===== src/rtl/xu0_dlmzb_ctl_pkg.sv =====
// xu0_dlmzb_ctl_pkg: shared constants and pipeline-stage types for the
// dlmzb issue/return controller.
//   TID_W / ITAG_W       : thread id and instruction tag widths
//   XER_IN_W / XER_W     : SO/OV/CA operand width, full dlmzb XER result width
//   CR_W / RT_W / OP_W   : CR field, byte-count result and operand widths
package xu0_dlmzb_ctl_pkg;

  localparam int TID_W    = 1;
  localparam int ITAG_W   = 7;
  localparam int XER_IN_W = 3;
  localparam int XER_W    = 10;
  localparam int CR_W     = 4;
  localparam int RT_W     = 4;
  localparam int OP_W     = 32;

  // Operand stage: feeds the shared dlmzb unit directly.
  typedef struct packed {
    logic                valid;
    logic [TID_W-1:0]    tid;
    logic [ITAG_W-1:0]   itag;
    logic                rc;
    logic [XER_IN_W-1:0] xer;
    logic [OP_W-1:0]     rs1;
    logic [OP_W-1:0]     rs2;
  } s1_t;

  // Result stage: drives the res_* return interface.
  typedef struct packed {
    logic              valid;
    logic [TID_W-1:0]  tid;
    logic [ITAG_W-1:0] itag;
    logic              rc;
    logic [RT_W-1:0]   rt;
    logic [XER_W-1:0]  xer;
    logic [CR_W-1:0]   cr;
  } s2_t;

endpackage


===== src/rtl/xu0_dlmzb_arb.sv =====
// xu0_dlmzb_arb: two-thread request arbiter for the dlmzb controller.
//   nclk, rst            : clock, async active-high reset
//   t0/t1_req_val        : per-thread request
//   flush[0:1]           : per-thread kill; a flushed thread is not eligible
//   s1_free              : operand stage can take a new entry this cycle
//   t0/t1_req_rdy        : per-thread accept (transfer on val & rdy)
// With XU0_DLMZB_RR_EN defined, contention goes to the thread that did not
// win last; otherwise thread 0 always wins. last_grant resets to 1 so that
// thread 0 wins the first contested cycle.
module xu0_dlmzb_arb (
  input  logic       nclk,
  input  logic       rst,
  input  logic       t0_req_val,
  input  logic       t1_req_val,
  input  logic [0:1] flush,
  input  logic       s1_free,
  output logic       t0_req_rdy,
  output logic       t1_req_rdy
);

  logic last_grant;
  logic elig0, elig1;
  logic gnt0, gnt1;

  assign elig0 = t0_req_val & ~flush[0];
  assign elig1 = t1_req_val & ~flush[1];

`ifdef XU0_DLMZB_RR_EN
  assign gnt0 = elig0 & (~elig1 | last_grant);
  assign gnt1 = elig1 & (~elig0 | ~last_grant);
`else
  assign gnt0 = elig0;
  assign gnt1 = elig1 & ~elig0;
  logic unused_last_grant;
  assign unused_last_grant = last_grant;
`endif

  assign t0_req_rdy = s1_free & gnt0;
  assign t1_req_rdy = s1_free & gnt1;

  // Only a real transfer moves the round-robin pointer.
  always_ff @(posedge nclk or posedge rst) begin
    if (rst) begin
      last_grant <= 1'b1;
    end else if (t0_req_val & t0_req_rdy) begin
      last_grant <= 1'b0;
    end else if (t1_req_val & t1_req_rdy) begin
      last_grant <= 1'b1;
    end
  end

endmodule


===== src/rtl/xu0_dlmzb_ctl.sv =====
// xu0_dlmzb_ctl: two-stage issue/return controller wrapping a shared,
// externally instantiated combinational dlmzb unit for two threads.
//   nclk, rst             : clock, async active-high reset
//   tN_req_*              : per-thread request (val/rdy, rs1, rs2, xer, rc, itag)
//   flush[0:1]            : per-thread kill of in-flight entries
//   ctl_dlm_ex2_*         : operands to the dlmzb unit (from S1, zero when empty)
//   dlm_ctl_ex2_*         : dlmzb unit results, captured into S2
//   res_*                 : result return (valid/ready), res_cr_we = captured rc
// Optional feature: define XU0_DLMZB_RR_EN for round-robin arbitration.
// Handshakes: a request transfers on an edge where val & rdy; a result
// transfers on an edge where res_val & res_rdy; S2 is frozen otherwise.
module xu0_dlmzb_ctl
  import xu0_dlmzb_ctl_pkg::*;
(
  input  logic                nclk,
  input  logic                rst,
  input  logic                t0_req_val,
  input  logic                t1_req_val,
  output logic                t0_req_rdy,
  output logic                t1_req_rdy,
  input  logic [32:63]        t0_req_rs1,
  input  logic [32:63]        t0_req_rs2,
  input  logic [0:XER_IN_W-1] t0_req_xer,
  input  logic                t0_req_rc,
  input  logic [0:ITAG_W-1]   t0_req_itag,
  input  logic [32:63]        t1_req_rs1,
  input  logic [32:63]        t1_req_rs2,
  input  logic [0:XER_IN_W-1] t1_req_xer,
  input  logic                t1_req_rc,
  input  logic [0:ITAG_W-1]   t1_req_itag,
  input  logic [0:1]          flush,
  output logic [32:63]        ctl_dlm_ex2_rs1,
  output logic [32:63]        ctl_dlm_ex2_rs2,
  output logic [0:XER_IN_W-1] ctl_dlm_ex2_xer,
  input  logic [0:XER_W-1]    dlm_ctl_ex2_xer,
  input  logic [0:CR_W-1]     dlm_ctl_ex2_cr,
  input  logic [60:63]        dlm_ctl_ex2_rt,
  output logic                res_val,
  input  logic                res_rdy,
  output logic                res_tid,
  output logic [0:ITAG_W-1]   res_itag,
  output logic [60:63]        res_rt,
  output logic [0:XER_W-1]    res_xer,
  output logic [0:CR_W-1]     res_cr,
  output logic                res_cr_we
);

  s1_t s1_q, s1_in;
  s2_t s2_q, s2_in;

  logic res_fire, s1_kill, s2_kill, s1_to_s2, s1_free;
  logic acc0, acc1;

  assign res_fire = s2_q.valid & res_rdy;
  assign s1_kill  = s1_q.valid & flush[s1_q.tid];
  assign s2_kill  = s2_q.valid & flush[s2_q.tid];
  // A flushed S1 entry never reaches S2.
  assign s1_to_s2 = s1_q.valid & ~s1_kill & (~s2_q.valid | res_fire);
  assign s1_free  = ~s1_q.valid | s1_to_s2;

  xu0_dlmzb_arb u_arb (
    .nclk       (nclk),
    .rst        (rst),
    .t0_req_val (t0_req_val),
    .t1_req_val (t1_req_val),
    .flush      (flush),
    .s1_free    (s1_free),
    .t0_req_rdy (t0_req_rdy),
    .t1_req_rdy (t1_req_rdy)
  );

  assign acc0 = t0_req_val & t0_req_rdy;
  assign acc1 = t1_req_val & t1_req_rdy;

  always_comb begin
    s1_in       = '0;
    s1_in.valid = 1'b1;
    if (acc1) begin
      s1_in.tid  = 1'b1;
      s1_in.itag = t1_req_itag;
      s1_in.rc   = t1_req_rc;
      s1_in.xer  = t1_req_xer;
      s1_in.rs1  = t1_req_rs1;
      s1_in.rs2  = t1_req_rs2;
    end else begin
      s1_in.tid  = 1'b0;
      s1_in.itag = t0_req_itag;
      s1_in.rc   = t0_req_rc;
      s1_in.xer  = t0_req_xer;
      s1_in.rs1  = t0_req_rs1;
      s1_in.rs2  = t0_req_rs2;
    end
  end

  always_comb begin
    s2_in       = '0;
    s2_in.valid = 1'b1;
    s2_in.tid   = s1_q.tid;
    s2_in.itag  = s1_q.itag;
    s2_in.rc    = s1_q.rc;
    s2_in.rt    = dlm_ctl_ex2_rt;
    s2_in.xer   = dlm_ctl_ex2_xer;
    s2_in.cr    = dlm_ctl_ex2_cr;
  end

  // Invalid stages are zeroed so the unit and res_* see clean zeros.
  always_ff @(posedge nclk or posedge rst) begin
    if (rst) begin
      s1_q <= '0;
      s2_q <= '0;
    end else begin
      if (acc0 | acc1) begin
        s1_q <= s1_in;
      end else if (s1_to_s2 | s1_kill) begin
        s1_q <= '0;
      end
      if (s1_to_s2) begin
        s2_q <= s2_in;
      end else if (res_fire | s2_kill) begin
        s2_q <= '0;
      end
    end
  end

  assign ctl_dlm_ex2_rs1 = s1_q.rs1;
  assign ctl_dlm_ex2_rs2 = s1_q.rs2;
  assign ctl_dlm_ex2_xer = s1_q.xer;

  assign res_val   = s2_q.valid;
  assign res_tid   = s2_q.tid;
  assign res_itag  = s2_q.itag;
  assign res_rt    = s2_q.rt;
  assign res_xer   = s2_q.xer;
  assign res_cr    = s2_q.cr;
  assign res_cr_we = s2_q.rc;

endmodule


===== config.mk =====
export PLATFORM = sky130hd
export DESIGN_NAME = xu0_dlmzb_ctl
export DESIGN_NICKNAME = d
export VERILOG_FILES = /design/src/rtl/xu0_dlmzb_ctl_pkg.sv /design/src/rtl/xu0_dlmzb_arb.sv /design/src/rtl/xu0_dlmzb_ctl.sv
export SDC_FILE = /design/constraint.sdc
export NUM_CORES = 1
export LEC_CHECK = 0
export BUFFER_PORTS_ARGS = -buffer_cell sky130_fd_sc_hd__buf_2
export CELL_PAD_IN_SITES_DETAIL_PLACEMENT = 0
export CELL_PAD_IN_SITES_GLOBAL_PLACEMENT = 1
export CORE_MARGIN = 3
export CORE_UTILIZATION = 38
export CTS_CLUSTER_DIAMETER = 200
export DETAILED_ROUTE_END_ITERATION = 10
export GPL_ROUTABILITY_DRIVEN = 0
export PLACE_DENSITY_LB_ADDON = 0.1
export RECOVER_POWER = 100
export SYNTH_ARGS = -nofsm -noshare
export SYNTH_HDL_FRONTEND = slang
export SYNTH_HIERARCHICAL = 1
export SYNTH_SLANG_ARGS = --single-unit

===== constraint.sdc =====
create_clock -name nclk -period 6.5 [get_ports nclk]
set_input_delay 1.3 -clock nclk [delete_from_list [all_inputs] [get_ports nclk]]
set_output_delay 1.3 -clock nclk [all_outputs]
set_load 0.1 [all_outputs]

==> results list <==
- The synthesized netlist contains 31 unique library cells.
- 0 antenna diodes ended up in the layout.
- H-Tree Depth: 3
- Worst Setup Start Kind: input pin
* Vias per inst: 5.87
- When the netlist entered floorplanning its net count stood at 971.
- After detailed routing, the met2 layer carries 11.1 mm of wire.
* Run status: complete, but fails checks
- Leaving out fill and tap cells, the most frequent cell in the layout is sky130_fd_sc_hd__nand3_1.
* Worst min-delay path category: reg -> reg
- OpenSTA, run right after detailed placement, puts the worst setup slack at 1.63 ns.
- Cell area after synthesis: 0.00659 mm2
* Placement row count: 47
- The Yosys step of the flow raised 6 warnings.
- DIE HEIGHT: 138 um
- Across the VDD grid, the largest voltage drop is 0.251 mV.
* Mapped Cells: 796
* Cells traversed along the worst timing path: clkbuf_1 -> mux2_1 -> o21ai_1 -> nand2_1 -> nor3_2 -> buf_2
- Relative to the synthesized area, the layout overhead comes to 14.0%.
* Highest cell delay on the worst timing path: 1.01 ns
- Commonest cells after routing, fill and taps aside: sky130_fd_sc_hd__nand3_1, sky130_fd_sc_hd__buf_2, sky130_fd_sc_hd__dfrtp_1, sky130_fd_sc_hd__clkbuf_1
- Total power of the final layout: 0.00316 W
* Top Metal Used: met4
- GR Overflow Total: 0
* Final max-slew violation count: 202
- Vias in the first global route: 6828
* Hold Vio Cnt, Final: 0
- The slowest stage of the critical path belongs to the cell sky130_fd_sc_hd__nor3_2.
- For this block, the routed nets add up to 23.3 mm of wire.
- Synthesis inferred 105 register bits.
* Post-CTS Hold Buffers: 0
* Cts bufs inserted: 9
* Fmax: 0.180 GHz
- CTS Root Cell: sky130_fd_sc_hd__clkbuf_16
- For this block, the via count after detailed routing is 6792.
* CTS tree: yes
- Core area: 0.0168 mm2
* Maximum count of clock buffers along a single path: 2
* Clock Latency Late Sink: 0.35 ns
* Largest net degree at the start of global routing: 79
- The worst path in the final design needs a cycle of 5.54 ns, including I/O delays and setup.
- Fraction of final layout cells sized beyond drive strength 1: 22.3%
- The tightest hold path in the finished design has a slack of 0.537 ns.
- Setup slack on the critical path of the routed design comes to 0.956 ns.
- The count of buffers added on input and output ports is 271.
* Critical path type: in -> out
* First-iteration detailed-routing DRC count: 497
- Before antenna repair, the detailed router went through 5 iterations.
- Max-cap violations in this run came to 5.
* Boundary pin count: 272
- Final HPWL DP: 14.9 mm
- Wire length per cell after detailed routing: 20.1 um
* Finish-stage setup viols: 0
* Metal3 WL: 1.89 mm
- In this run the worst path has a maximum fanout of 29.
* Fin nets: 1108
- The worst pin sits at a relative slew slack of -124%.
* Data arrival time of the critical path: 4.24 ns
- Reg clk slew, reported paths: 0.07 ns
- Post-CTS repair changed the size of 0 cells.
* Unrepaired setup endpoints after global routing: false
* Endpoint class of the critical path: output port
- Total routed wire length on the met1 layer: 9.80 mm
- DRC violation count after routing: 0
* Worst endpoint required time: 5.20 ns
- Pwr dens: 421 mW/mm2
- Actual transition at the worst max-transition pin: 3.27 ns
- Die span in x: 138 um
- In the finished design, the share of the clock period the worst path needs comes to 85.3%.
* Final clock skew: 0.00448 ns
* Die area: 0.0190 mm2
* Total leakage power: 3.22 nW
- Violations in the final reports: capacitance limit, slew limit
- Post-synthesis area per instance: 8.28 um2
* Family of cells with the greatest summed delay on the critical path: simple AND/OR/NAND/NOR gates
* Global router's overall resource usage: 23.3%
- Count of nets left with antenna violations after detail routing: 0
- Portion of the post-synthesis area used by sequential elements: 39.9%
* Sinks on the clock net: 105
- Once the floorplan was initialized, standard cells occupied 39.3% of the core.
- After routing, the total negative slack on setup checks comes to 0 ns.
- The initial antenna violation count was 0.
- The critical path contains buffers and inverters numbering 2 combined.
- The first global-routing pass estimated 35.3 mm of wire.
- Post-CTS timing repair inserted 0 buffers for setup.
stage by stage:
step,util [%],cell area [um2],std cells
after CTS,45.7,7660,1158
after floorplan,-,6590,796
after global placement,44.1,7390,1142
after detailed placement,44.1,7390,1142
after global routing,44.8,7510,1158
final,44.8,7510,1158
registers in the layout (all words and copies together) (netlist names):
| name | cells |
|---|---|
| res_xer | 10 |
| res_cr | 4 |
| res_val | 1 |
| s1_q | 10 |
| ctl_dlm_ex2_xer | 3 |
| ctl_dlm_ex2_rs2 | 32 |
| ctl_dlm_ex2_rs1 | 32 |
| res_itag | 7 |
| res_cr_we | 1 |
| res_tid | 1 |
| res_rt | 4 |
per-layer routing:
layer / vias to the layer above / global-route usage [%]
li1: 3125 / -
met1: 3340 / 30.2
met2: 294 / 39.2
met5: - / 0
met4: 0 / 8.29
met3: 33 / 4.16
power breakdown:
part / switching (W) / internal [W] / total, W
clock: 0.000250 / 0.000280 / 0.000530
combinational: 0.00144 / 0.000244 / 0.00168
sequential: 0.000137 / 0.000813 / 0.000950
total: 0.00182 / 0.00134 / 0.00316
cell families (layout without fill, tap and decap cells):
family	count (synthesis)	count (layout)	synth area share [%]
flip-flops	105	105	39.9
multiplexers	4	4	0.702
AO/OA/AOI/OAI	186	186	18.7
buffers and inverters	161	303	15.1
AND/OR/NAND/NOR	340	340	25.7
worst min-delay path, cell delays in order, from the launching register on:
cell                      delay, ns
sky130_fd_sc_hd__dfrtp_1       0.36
sky130_fd_sc_hd__nand3_1       0.07
sky130_fd_sc_hd__nand3_1       0.08
Yosys cell counts:
cell type / n / share of area [%]
sky130_fd_sc_hd__dfrtp_1: 105 / 40
sky130_fd_sc_hd__a32oi_1: 75 / 10
sky130_fd_sc_hd__nor2b_1: 28 / 2.7
sky130_fd_sc_hd__nor3b_1: 1 / 0.11
sky130_fd_sc_hd__nand2b_1: 1 / 0.095
sky130_fd_sc_hd__a311oi_1: 1 / 0.13
sky130_fd_sc_hd__inv_1: 2 / 0.11
sky130_fd_sc_hd__nor2b_4: 1 / 0.21
sky130_fd_sc_hd__buf_2: 21 / 1.6
sky130_fd_sc_hd__o21ai_1: 21 / 1.6
sky130_fd_sc_hd__inv_2: 1 / 0.057
sky130_fd_sc_hd__clkbuf_1: 47 / 2.7
sky130_fd_sc_hd__a31oi_1: 1 / 0.095
sky130_fd_sc_hd__buf_4: 73 / 8.3
sky130_fd_sc_hd__a21oi_1: 77 / 5.8
sky130_fd_sc_hd__nand3_1: 202 / 15
sky130_fd_sc_hd__a22oi_1: 1 / 0.11
sky130_fd_sc_hd__o21ai_0: 8 / 0.61
sky130_fd_sc_hd__buf_6: 12 / 2.1
sky130_fd_sc_hd__mux2i_1: 1 / 0.15
sky130_fd_sc_hd__nor3_2: 1 / 0.15
sky130_fd_sc_hd__nand2_2: 1 / 0.095
sky130_fd_sc_hd__and2_1: 1 / 0.095
sky130_fd_sc_hd__a22o_1: 1 / 0.13
sky130_fd_sc_hd__nand2_1: 77 / 4.4
sky130_fd_sc_hd__o31ai_2: 1 / 0.19
sky130_fd_sc_hd__nor2_1: 1 / 0.057
sky130_fd_sc_hd__buf_1: 5 / 0.28
sky130_fd_sc_hd__nand4_1: 26 / 2.5
sky130_fd_sc_hd__mux2i_2: 1 / 0.21
sky130_fd_sc_hd__mux2_2: 2 / 0.34
path summary, 6_finish.rpt:
path / start / end / slack [ns] / cells past startpoint
max in group asynchronous: rst / ctl_dlm_ex2_rs2[59] / 2.66 / 3
setup reg to reg: s1_q[75] / ctl_dlm_ex2_rs2[34] / 1.90 / 8
min in group asynchronous: rst / ctl_dlm_ex2_rs2[53] / 1.37 / 2
hold reg to reg: res_xer[5] / res_xer[5] / 0.54 / 2
setup / recovery: flush[1] / t1_req_rdy / 0.96 / 6
hold / removal: res_xer[5] / res_xer[5] / 0.54 / 2
final cells by class:
cell class / count / area (um2)
clock inverter: 3 / 15.0
clock buffer: 13 / 260
multi-input combinational: 530 / 2990
sequential: 105 / 2630
tap: 220 / 275
timing repair buffer: 284 / 1340
inverter: 3 / 13.8
fill: 1759 / 9250
Note: power is estimated with default switching activity, not from simulation.
